$ cat src/rtl/pipe_ctrl_pkg.sv
// Shared encodings for the pipeline control unit: FSM states and the hold/jump
// control levels used on the interface to pc_reg, if_id and id_ex.
package pipe_ctrl_pkg;

  typedef enum logic [1:0] {
    CtrlRun     = 2'b00,
    CtrlFlush   = 2'b01,
    CtrlDivWait = 2'b10
  } ctrl_state_e;

  localparam logic        HoldEnable  = 1'b1;
  localparam logic        HoldDisable = 1'b0;
  localparam logic        JumpEnable  = 1'b1;
  localparam logic        JumpDisable = 1'b0;
  localparam logic [31:0] ZeroWord    = 32'h0000_0000;

endpackage

$ cat src/rtl/pipe_ctrl_sat_cnt.sv
// Saturating up-counter: increments while enabled and sticks at all-ones.
module pipe_ctrl_sat_cnt #(
  parameter int unsigned Width = 32
) (
  input  logic             clk,
  input  logic             rst,
  input  logic             en_i,
  output logic [Width-1:0] cnt_o
);

  logic [Width-1:0] cnt_q;

  always_ff @(posedge clk or negedge rst) begin
    if (!rst) begin
      cnt_q <= '0;
    end else if (en_i && (cnt_q != '1)) begin
      cnt_q <= cnt_q + 1'b1;
    end
  end

  assign cnt_o = cnt_q;

endmodule

$ cat src/rtl/pipe_ctrl.sv
// Pipeline control unit: arbitrates jump, divider, bus-hold and load-use hazards into
// per-stage hold/stall/flush commands and counts stalled cycles.
module pipe_ctrl #(
  parameter int unsigned FLUSH_CYCLES = 1,
  parameter int unsigned DIV_TIMEOUT  = 64
) (
  input  logic        clk,
  input  logic        rst,
  input  logic        jump_flag_i,
  input  logic [31:0] jump_addr_i,
  input  logic        div_start_i,
  input  logic        div_done_i,
  input  logic        bus_hold_i,
  input  logic        load_use_i,
  output logic        hold_pc_o,
  output logic        stall_if_id_o,
  output logic        flush_if_id_o,
  output logic        flush_id_ex_o,
  output logic        jump_flag_o,
  output logic [31:0] jump_addr_o,
  output logic        div_timeout_o,
  output logic [31:0] stall_cnt_o
);

  import pipe_ctrl_pkg::*;

  localparam logic [2:0] FlushLoad = 3'(FLUSH_CYCLES - 1);
  localparam logic [7:0] DivLast   = 8'(DIV_TIMEOUT - 1);

  ctrl_state_e state_q, state_d;
  logic [2:0]  flush_cnt_q, flush_cnt_d;
  logic [7:0]  div_cnt_q, div_cnt_d;
  logic        div_timeout_q, div_timeout_set;

  always_ff @(posedge clk or negedge rst) begin
    if (!rst) begin
      state_q       <= CtrlRun;
      flush_cnt_q   <= '0;
      div_cnt_q     <= '0;
      div_timeout_q <= 1'b0;
    end else begin
      state_q       <= state_d;
      flush_cnt_q   <= flush_cnt_d;
      div_cnt_q     <= div_cnt_d;
      div_timeout_q <= div_timeout_q | div_timeout_set;
    end
  end

  // Outputs are evaluated only out of reset; under reset everything stays at its default.
  always_comb begin
    state_d         = state_q;
    flush_cnt_d     = flush_cnt_q;
    div_cnt_d       = div_cnt_q;
    div_timeout_set = 1'b0;
    hold_pc_o       = HoldDisable;
    stall_if_id_o   = HoldDisable;
    flush_if_id_o   = HoldDisable;
    flush_id_ex_o   = HoldDisable;
    jump_flag_o     = JumpDisable;
    jump_addr_o     = ZeroWord;

    if (rst) begin
      if (jump_flag_i) begin
        jump_flag_o   = JumpEnable;
        jump_addr_o   = jump_addr_i;
        flush_if_id_o = HoldEnable;
        flush_id_ex_o = HoldEnable;
        div_cnt_d     = '0;
        if (FLUSH_CYCLES > 1) begin
          state_d     = CtrlFlush;
          flush_cnt_d = FlushLoad;
        end else begin
          state_d     = CtrlRun;
          flush_cnt_d = '0;
        end
      end else begin
        case (state_q)
          CtrlFlush: begin
            flush_if_id_o = HoldEnable;
            flush_id_ex_o = HoldEnable;
            if (flush_cnt_q <= 3'd1) begin
              state_d     = CtrlRun;
              flush_cnt_d = '0;
            end else begin
              flush_cnt_d = flush_cnt_q - 3'd1;
            end
          end
          CtrlDivWait: begin
            hold_pc_o     = HoldEnable;
            stall_if_id_o = HoldEnable;
            flush_id_ex_o = HoldEnable;
            div_cnt_d     = div_cnt_q + 8'd1;
            // Done beats a simultaneous timeout.
            if (div_done_i) begin
              state_d   = CtrlRun;
              div_cnt_d = '0;
            end else if (div_cnt_q >= DivLast) begin
              state_d         = CtrlRun;
              div_cnt_d       = '0;
              div_timeout_set = 1'b1;
            end
          end
          default: begin
            if (div_start_i) begin
              hold_pc_o     = HoldEnable;
              stall_if_id_o = HoldEnable;
              flush_id_ex_o = HoldEnable;
              state_d       = CtrlDivWait;
              div_cnt_d     = '0;
            end else if (bus_hold_i || load_use_i) begin
              hold_pc_o     = HoldEnable;
              stall_if_id_o = HoldEnable;
              flush_id_ex_o = HoldEnable;
            end
          end
        endcase
      end
    end
  end

  assign div_timeout_o = div_timeout_q;

  pipe_ctrl_sat_cnt #(
    .Width(32)
  ) u_stall_cnt (
    .clk  (clk),
    .rst  (rst),
    .en_i (hold_pc_o),
    .cnt_o(stall_cnt_o)
  );

endmodule

$ cat config.mk
export PLATFORM = sky130hd
export DESIGN_NAME = pipe_ctrl
export DESIGN_NICKNAME = d
export VERILOG_FILES = /design/src/rtl/pipe_ctrl_pkg.sv /design/src/rtl/pipe_ctrl_sat_cnt.sv /design/src/rtl/pipe_ctrl.sv
export SDC_FILE = /design/constraint.sdc
export NUM_CORES = 1
export LEC_CHECK = 0
export ABC_AREA = 1
export BUFFER_PORTS_ARGS = -buffer_cell sky130_fd_sc_hd__buf_2
export CAP_MARGIN = 40
export CORE_MARGIN = 2
export CORE_UTILIZATION = 50
export CTS_CLUSTER_SIZE = 16
export DETAILED_ROUTE_END_ITERATION = 7
export GPL_TIMING_DRIVEN = 0
export PLACE_DENSITY = 0.81
export SLEW_MARGIN = 20
export SYNTH_ARGS = -nofsm -noshare
export SYNTH_HDL_FRONTEND = slang
export SYNTH_SLANG_ARGS = --single-unit
$ cat constraint.sdc
create_clock -name clk -period 2.05 [get_ports clk]
set_clock_uncertainty 0.1 [all_clocks]
set_input_delay 0.41 -clock clk [delete_from_list [all_inputs] [get_ports clk]]
set_output_delay 0.41 -clock clk [all_outputs]
set_load 0.02 [all_outputs]
==> Implementation_results.wiki <==
{| class="wikitable"
! Metric !! Value
|-
| Global-route wire length before repair || 13540 um
|-
| Final Hold Fails || 0
|-
| Static leakage || about 2.2 nW
|-
| Net Count, Synth || 520
|-
| Total of endpoints with negative setup slack in the final report || 0
|-
| Dominant register cell in the synthesized netlist || dfrtp_1
|-
| Slew @ Worst Pin || between 0.4 and 0.5 ns
|-
| Master cell of the clock root buffer || clkbuf_8
|-
| CP max stage delay || between 0.4 and 0.5 ns
|-
| Peak supply drop || roughly 480 uV
|-
| Post-synthesis cell type with the largest combined area || dfrtp_1
|-
| # Max-Cap Violations || 0
|-
| Number of register bits inferred by synthesis || 42
|-
| Vias in the first global route || 2935
|-
| H-tree depth || 2
|-
| Combined buffer and inverter count along the critical path || 2
|-
| Yosys warning total || 0
|-
| Worst path required time || 1.54 ns
|-
| Areal power density over the cells || approximately 580 nW/um^2
|-
| Leading cell types by total area after synthesis || dfrtp_1 35%, nand2_1 24%, nor2_1 12%
|-
| Most frequent standard cell in the layout excluding fill and tap cells || nand2_1
|-
| Hold path cells || 2
|-
| Post-layout net count || between 600 and 700
|-
| Post-synth EDFFs || 0
|-
| Kind of critical path || reg2out
|-
| Horiz. Die Dim || 81.50 um
|-
| Routability congestion estimate || a little under 0.9
|-
| Share of layout cells above drive strength 1 || between 20% and 30%
|-
| Max-slew violation count || 0
|-
| Clock-pin slew of the registers on the worst-case setup and hold paths || approximately 0.09 ns
|-
| Path category of the worst min-delay check || in2reg
|-
| Core Box Area || a little under 6000 sq um
|-
| Cells after synthesis || about 480
|-
| Worst R2R Path Depth || 11
|-
| Tmin final || between 1.5 and 2 ns
|-
| Total inserted antenna cells || 0
|-
| Cell with the most instances on the worst path || nand2_1
|-
| Kind of cell with the highest combined delay on the critical path || simple AND/OR/NAND/NOR gates
|-
| Crit path DAT || 1.44 ns
|-
| Commonest non-fill, non-tap cells in the layout || 187 x nand2_1, 107 x buf_2, 96 x nor2_1
|-
| DRC violation total after the first TritonRoute iteration || 206
|-
| Number of remaining DRC errors || 0
|-
| Clock latency on the worst-skew pair || ~0.3 ns
|-
| Antenna-violating nets left || 0
|-
| TritonCTS clock tree || built
|-
| Maximum number of pins on one net before global-route repair || 26
|-
| Instance count on the critical path || 6
|-
| Number of clock sinks || between 40 and 50
|-
| TritonRoute pass-1 iters || 4
|-
| Summed area of non-filler cells in the final layout || approximately 3800 sq um
|-
| Number of instances in the placed design || between 600 and 700
|-
| Mean routed wirelength per cell || about 13 um
|-
| Filler cells || 568
|-
| RSZ-0062 raised after global routing || no
|-
| Residual overflow from global routing || 0
|-
| Layout area overhead || 28.13%
|-
| Total number of placement rows || 28
|-
| Num CTS Buffers || 5
|-
| Mean cell area of the mapped netlist || around 6.3 sq um
|-
| Synth cell types || 28
|-
| Vias after detailed routing || approximately 3300
|-
| Number of I/O port buffers || 108
|-
| Number of antenna violations at the first check in global routing || 0
|-
| Fraction of the yosys area taken by sequential cells || 35.00%
|-
| Overall die area || between 6000 and 7000 sq um
|-
| Worst slew slack as a fraction of its limit || 69.45%
|-
| Cell with the largest stage delay on the worst path || dfrtp_1
|-
| Clock Tree Buf Depth || 2
|-
| Type of element launching the critical path || flop
|-
| Starting Density || between 50 and 60%
|-
| Maximum clock rate || 0.5117 GHz
|-
| Total Routing Usage GR || around 27%
|-
| Crit path cell chain || nor2_1 > nand2_1 > nand2_1 > nor2_4 > buf_4 > buf_2
|-
| Type of element capturing the critical path || output pin
|-
| Total I/O pin count || approximately 110
|-
| Post-DR vias/cell || about 4.9
|-
| Crit Path Max Fanout || 4
|-
| DP Wirelength || just under 7000 um
|-
| Fraction of synthesized cell area taken by the top area cell type || about a third
|-
| Mapped Area || around 3000 sq um
|-
| Tot Pwr || between 2 and 2.5 mW
|-
| Async set-or-reset flop fraction in the synthesized netlist || between 90% and 100%
|-
| Chip Height || between 80 and 90 um
|-
| Detailed Route WL || slightly below 9000 um
|-
| Non-filler cells, final || just under 700
|-
| Post-route clock period utilization || 95.33%
|-
| Post-place instance area || about 3700 sq um
|-
| Outcome || finished, final reports clean
|}
[synthesized netlist by cell type (2+ instances only)]
master	count
xor2_1	6
dfrtp_1	42
nand2_4	2
inv_1	66
o21ai_0	7
nor2_1	96
buf_6	4
nand2_2	11
nor2_2	3
buf_4	2
nor2_4	2
clkbuf_1	3
nand4_1	5
nand3_1	21
ha_1	2
xnor2_1	8
nand2_1	188
[through the flow]
| stage | util [%] | TNS, ns | setup slack [ns] | hold slack, ns |
|---|---|---|---|---|
| floorplan | - | 0 | 0.1660 | 0.01441 |
| global placement | 62.17 | -39.21 | -0.8296 | 0.3476 |
| detailed placement | 62.51 | -9.777 | -0.4052 | 0.3149 |
| CTS | 65.48 | 0 | 0.05462 | 0.2786 |
| global route | 65.76 | 0 | 0.005818 | 0.2754 |
| finish | 65.76 | 0 | 0.09570 | 0.2889 |
[routing by layer]
metal | share of wire [%] | vias up | global-route usage, %
li1 | - | 1665 | -
met1 | 41 | 1498 | 32.49
met2 | 51 | 125 | 48.85
met3 | 7.1 | 9 | 4.176
met4 | 1.5 | 0 | 8.475
met5 | 0 | - | 0
[cell type report]
class / count / area, sq um / share of cell area (%)
Buffer: 10 / 87.58 / 2.276
Clock buffer: 5 / 68.82 / 1.789
Clock inverter: 3 / 68.82 / 1.789
Inverter: 67 / 256.5 / 6.667
Multi-Input combinational cell: 360 / 1614 / 41.95
Sequential cell: 42 / 1052 / 27.35
Tap cell: 75 / 93.84 / 2.439
Timing Repair Buffer: 113 / 605.6 / 15.74
[final timing paths]
path                                           start                     to  slack, ns
worst max-delay path                      state_q[1]          stall_if_id_o        0.1
max in group asynchronous                        rst  u_stall_cnt.cnt_o[25]       0.90
worst min register to register         div_timeout_o          div_timeout_o       0.38
worst max register to register  u_stall_cnt.cnt_o[0]  u_stall_cnt.cnt_o[26]       0.11
min in group asynchronous                        rst             state_q[1]       0.51
worst min-delay path                     jump_flag_i             state_q[1]       0.29
[worst register-to-register path: stages, from the launching register on]
cell and delay [ns]:
dfrtp_1 0.42, ha_2 0.24, inv_1 0.09, nor2_4 0.18, nand2_4 0.11, nor2_8 0.15, nand2_4 0.11, nand2_8 0.11
inv_6 0.05, buf_8 0.14, nand2_2 0.07, nand2_1 0.05
[power breakdown]
part / total, mW / switching (mW) / internal [mW] / leakage (nW)
logic: 0.472 / 0.291 / 0.182 / 1.57
clock network: 0.804 / 0.316 / 0.488 / 0.0683
registers: 0.950 / 0.0719 / 0.878 / 0.578
total: 2.23 / 0.679 / 1.55 / 2.21
[state kept, by name (all words and copies together) (netlist names)]
name,cells
u_stall_cnt.cnt_o,32
div_cnt_q,8
div_timeout_o,1
state_q,1
[kinds of logic after synthesis]
family / synth area share [%]
DFF: 35.00
xor gates and xnor gates: 4.083
AOI/OAI and AO/OA: 2.375
adders and majority gates: 0.8332
and+or+nand+nor: 46.29
buffers and inverters: 11.42
[timing repair]
| item | in CTS | in global routing |
|---|---|---|
| hold endpoints to repair | 17 | 0 |
| setup endpoints to repair | 35 | 22 |
| resized for setup | 3 | 4 |
| pin swaps | 1 | 0 |
| hold buffers | 2 | 0 |
| setup buffers | 1 | 0 |
Power figures use the tool's default switching activity.
